--- src/rtl/tx_resp_arbiter.sv ---
// Round-robin response scheduler feeding the TX async FIFO write port, one byte per write.
// Optional backpressure watchdog enabled by defining TX_ARB_STALL_WDT_EN.
module tx_resp_arbiter #(
    parameter int D_WIDTH     = 8,
    parameter int STALL_LIMIT = 255
) (
    input  logic                   clk_i,
    input  logic                   rst_ni,
    input  logic                   rf_req_i,
    input  logic [D_WIDTH-1:0]     rf_data_i,
    output logic                   rf_ack_o,
    input  logic                   alu_req_i,
    input  logic [2*D_WIDTH-1:0]   alu_data_i,
    output logic                   alu_ack_o,
    input  logic                   fifo_full_i,
    output logic [D_WIDTH-1:0]     tx_p_data_o,
    output logic                   tx_d_vld_o,
    output logic                   busy_o,
    output logic                   tx_stall_o
);

    localparam logic [1:0] ST_IDLE = 2'd0;
    localparam logic [1:0] ST_B0   = 2'd1;
    localparam logic [1:0] ST_B1   = 2'd2;

    if (STALL_LIMIT < 1 || STALL_LIMIT > 65535) begin : g_bad_limit
        $error("STALL_LIMIT must be in 1..65535");
    end

    logic [1:0]           state_q, state_d;
    logic [2*D_WIDTH-1:0] hold_q, hold_d;
    logic                 is_alu_q, is_alu_d;
    logic                 last_alu_q, last_alu_d;
    logic                 rf_ack_q, rf_ack_d;
    logic                 alu_ack_q, alu_ack_d;
    logic [D_WIDTH-1:0]   data_q;
    logic                 sending;
    logic                 grant_rf, grant_alu;

    assign sending    = (state_q == ST_B0) || (state_q == ST_B1);
    assign tx_d_vld_o = sending && !fifo_full_i;
    assign busy_o     = (state_q != ST_IDLE);
    assign rf_ack_o   = rf_ack_q;
    assign alu_ack_o  = alu_ack_q;

    // On a tie the requester that did not win last time gets the grant.
    assign grant_rf  = (state_q == ST_IDLE) && rf_req_i && (!alu_req_i || last_alu_q);
    assign grant_alu = (state_q == ST_IDLE) && alu_req_i && !grant_rf;

    always_comb begin
        state_d    = state_q;
        hold_d     = hold_q;
        is_alu_d   = is_alu_q;
        last_alu_d = last_alu_q;
        rf_ack_d   = grant_rf;
        alu_ack_d  = grant_alu;
        case (state_q)
            ST_IDLE: begin
                if (grant_rf) begin
                    hold_d     = {{D_WIDTH{1'b0}}, rf_data_i};
                    is_alu_d   = 1'b0;
                    last_alu_d = 1'b0;
                    state_d    = ST_B0;
                end else if (grant_alu) begin
                    hold_d     = alu_data_i;
                    is_alu_d   = 1'b1;
                    last_alu_d = 1'b1;
                    state_d    = ST_B0;
                end
            end
            ST_B0: begin
                if (tx_d_vld_o) state_d = is_alu_q ? ST_B1 : ST_IDLE;
            end
            ST_B1: begin
                if (tx_d_vld_o) state_d = ST_IDLE;
            end
            default: state_d = ST_IDLE;
        endcase
    end

    always_comb begin
        tx_p_data_o = data_q;
        if (state_q == ST_B0)      tx_p_data_o = hold_q[D_WIDTH-1:0];
        else if (state_q == ST_B1) tx_p_data_o = hold_q[2*D_WIDTH-1:D_WIDTH];
    end

    always_ff @(posedge clk_i or negedge rst_ni) begin
        if (!rst_ni) begin
            state_q    <= ST_IDLE;
            hold_q     <= '0;
            is_alu_q   <= 1'b0;
            last_alu_q <= 1'b1;
            rf_ack_q   <= 1'b0;
            alu_ack_q  <= 1'b0;
            data_q     <= '0;
        end else begin
            state_q    <= state_d;
            hold_q     <= hold_d;
            is_alu_q   <= is_alu_d;
            last_alu_q <= last_alu_d;
            rf_ack_q   <= rf_ack_d;
            alu_ack_q  <= alu_ack_d;
            data_q     <= tx_p_data_o;
        end
    end

`ifdef TX_ARB_STALL_WDT_EN
    localparam logic [15:0] STALL_LIM = 16'(STALL_LIMIT);

    logic [15:0] stall_cnt_q, stall_cnt_d;
    logic        stall_q, stall_d;

    // Any write or return to idle restarts the backpressure measurement.
    always_comb begin
        stall_cnt_d = stall_cnt_q;
        if (tx_d_vld_o || (state_d == ST_IDLE))
            stall_cnt_d = '0;
        else if (sending && fifo_full_i && (stall_cnt_q != 16'hFFFF))
            stall_cnt_d = stall_cnt_q + 16'd1;
        stall_d = tx_d_vld_o ? 1'b0 : (stall_q || (stall_cnt_d >= STALL_LIM));
    end

    always_ff @(posedge clk_i or negedge rst_ni) begin
        if (!rst_ni) begin
            stall_cnt_q <= '0;
            stall_q     <= 1'b0;
        end else begin
            stall_cnt_q <= stall_cnt_d;
            stall_q     <= stall_d;
        end
    end

    assign tx_stall_o = stall_q;
`else
    assign tx_stall_o = 1'b0;
`endif

endmodule

--- config.mk ---
export PLATFORM = sky130hd
export DESIGN_NAME = tx_resp_arbiter
export DESIGN_NICKNAME = d
export VERILOG_FILES = /design/src/rtl/tx_resp_arbiter.sv
export SDC_FILE = /design/constraint.sdc
export NUM_CORES = 1
export LEC_CHECK = 0
export CAP_MARGIN = 5
export CORE_UTILIZATION = 30
export DETAILED_ROUTE_END_ITERATION = 10
export SYNTH_ARGS = -nofsm -noshare
export SYNTH_HDL_FRONTEND = slang
export SYNTH_SLANG_ARGS = --single-unit
--- constraint.sdc ---
create_clock -name clk_i -period 2.86 [get_ports clk_i]
set_input_delay 0.286 -clock clk_i [delete_from_list [all_inputs] [get_ports clk_i]]
set_output_delay 0.286 -clock clk_i [all_outputs]
set_load 0.01 [all_outputs]
==> metrics <==
placed instance area 0.00182 mm2; Clock Latency Late Sink 280 ps; end-of-flow core utilization 0.430; skew final 2.25 ps; Final min period 2510 ps; setup TNS 0 ps; core box area 0.00441 mm2; Arr. time, crit path 2230 ps; non-filler instance count after layout about 220; IO Port Bufs 40; run status complete, no violations; RSZ-0062 raised after global routing no; CP max FO 10; Clock Path Buffers 2; Worst Max-Slew Pin Slew 755 ps; crit path launch type flip-flop; Final Hold Vio Count 0; TritonCTS clock tree yes; DRC 0; pwr dens 1150 mW/mm2; diode count 0; Area growth syn-to-layout 35.2%; WL/cell 13.9 um; Die Y-Extent 70.4 um; WP data required between 2000 and 3000 ps; Synthesis Warnings 0; full die area 0.00496 mm2; Layout Cell Area excl Fill 0.00190 mm2; Syn Nets 160; Initial Util 0.318; post-route ant nets 0; vias in the first global route between 1,000 and 1,500; syn_area_per_cell around 11 um2; Final setup viols 0; clock buffer count from CTS 5; cts repair resizes 0; gr usage total 0.136; Top Ports 42; Max Clk Rate 398 MHz; static leakage 0.790 nW; Mapped Cells 127; post-DR vias/cell 4.87; GP Congestion 0.727; Reg clk slew, reported paths 60 ps; Clock Root Buffer clkbuf_8; Tightest Hold Check Type primary input to asynchronous set/reset pin; max_slew headroom 0.493; count of cell types in the netlist 24; Clock Sink Count 30; Final Cycle Share 0.879; # nets final 200; placed cells 212; Slew Viols, Final 0; WL final 3050 um; setup bufs post-CTS 0; CTS H-tree depth 2; dpl hpwl about 2200 um; largest net degree at the start of global routing 31; total grt overflow 0; TritonRoute pass-1 iters 4; flops & latches, synth 30; critical path class flip-flop to output port; Layout fillers 408; peak supply drop 0.277 mV; layout cell share with drive strength beyond 1 0.0599; maxcap violations 0; Via Count 1,066; initial antenna violation count 0; cts hold-fix bufs 0; DIE WIDTH a little over 70 um; WHS 390 ps; Post-Syn Area 0.00141 mm2; post-synthesis sequential area ratio 0.535; initial DRC count 57; CP Capture Type output port; row count 24; global-route wire length before repair 5000 um
[logic make-up after synthesis]
kind of cell	count (synthesis)	share of synthesized area
adder cells (fa/ha/maj)	4	0.0356
AND/OR/NAND/NOR	30	0.119
AO/OA/AOI/OAI	40	0.187
flip-flops	30	0.535
multiplexers	9	0.0650
buffers and inverters	13	0.0552
other	1	0.00267
[final timing paths]
check,from,end,slack (ps),depth (start not counted)
worst max-delay path,state_q[0],tx_p_data_o[7],350,5
worst min-delay path,rst_ni,hold_q[11],390,2
worst max register to register,state_q[0],state_q[0],1010,4
worst min register to register,is_alu_q,is_alu_q,490,1
max in group asynchronous,rst_ni,last_alu_q,2160,2
min in group clk_i,is_alu_q,is_alu_q,490,1
[synth_stat cells (all sizes together)]
master   n  share of area
dfrtp   29           0.52
o21ai   17          0.061
nand2   10          0.028
nor2    10          0.027
a22o     9          0.056
a31oi    8          0.036
mux2i    8          0.057
or3b     8          0.050
buf      7          0.039
ha       4          0.036
inv      4          0.011
a21o     2          0.011
clkbuf   2         0.0053
o21a     2          0.011
a222oi   1         0.0071
conb     1         0.0027
dfstp    1          0.019
mux2     1         0.0080
nand2b   1         0.0045
nor2b    1         0.0098
o32ai    1         0.0062
[per-layer routing]
layer	vias up	track usage	wire length, um
li1	530	-	-
met1	493	0.172	1450
met2	38	0.199	1340
met3	5	0.0606	200
met4	0	0.0600	63
met5	-	0	0
[report_power, final]
| group | switching (mW) | internal [mW] | leakage, nW | total (mW) |
|---|---|---|---|---|
| combinational | 0.568 | 0.556 | 0.393 | 1.12 |
| sequential | 0.105 | 0.646 | 0.359 | 0.751 |
| clock | 0.136 | 0.167 | 0.0383 | 0.302 |
[cell usage in the layout, fill, tap and decap left out]
cell type        count
conb_1               1
ha_1                 4
mux2i_1              8
or3b_1               8
o21ai_1             17
a31oi_1              8
nand2_1              9
clkbuf_1             2
dfstp_2              1
nor2_1              10
clkbuf_8             5
buf_4                2
inv_1                4
clkdlybuf4s50_1     40
o21a_1               2
nand2_2              1
a21o_1               2
a222oi_1             1
nand2b_1             1
a22o_1               9
dfrtp_1             29
nor2b_4              1
o32ai_1              1
mux2_1               1
[metrics by stage]
| stage | worst slack (ps) | total power [mW] |
|---|---|---|
| 5_1_grt | 191 | 2.34 |
| 3_3_place_gp | 710 | 1.85 |
| 3_5_place_dp | 625 | 1.89 |
| 6_report | 347 | 2.18 |
| 4_1_cts | 329 | 2.20 |
| 2_1_floorplan | 1280 | 1.44 |
[worst max-delay path: stages (launching register included)]
cell and delay [ps]:
dfrtp_1 400, inv_1 120, ha_1 510, mux2i_1 150
o21ai_1 190, clkdlybuf4s50_1 570
[final cells by class]
cell class	instances	area, um2	area share
Tap cell	52	65.1	0.0343
Sequential cell	30	752	0.396
Multi-Input combinational cell	84	576	0.303
Timing Repair Buffer	42	415	0.219
Inverter	4	15.0	0.00791
Clock buffer	7	76.3	0.0402
[state kept, by name, summed over array words and instances, names as in the netlist]
register and cells:
hold_q 16, state_q 2, rf_ack_o 1, is_alu_q 1, alu_ack_o 1, data_q 8
last_alu_q 1
No activity file was read; power rests on OpenSTA's default activity.
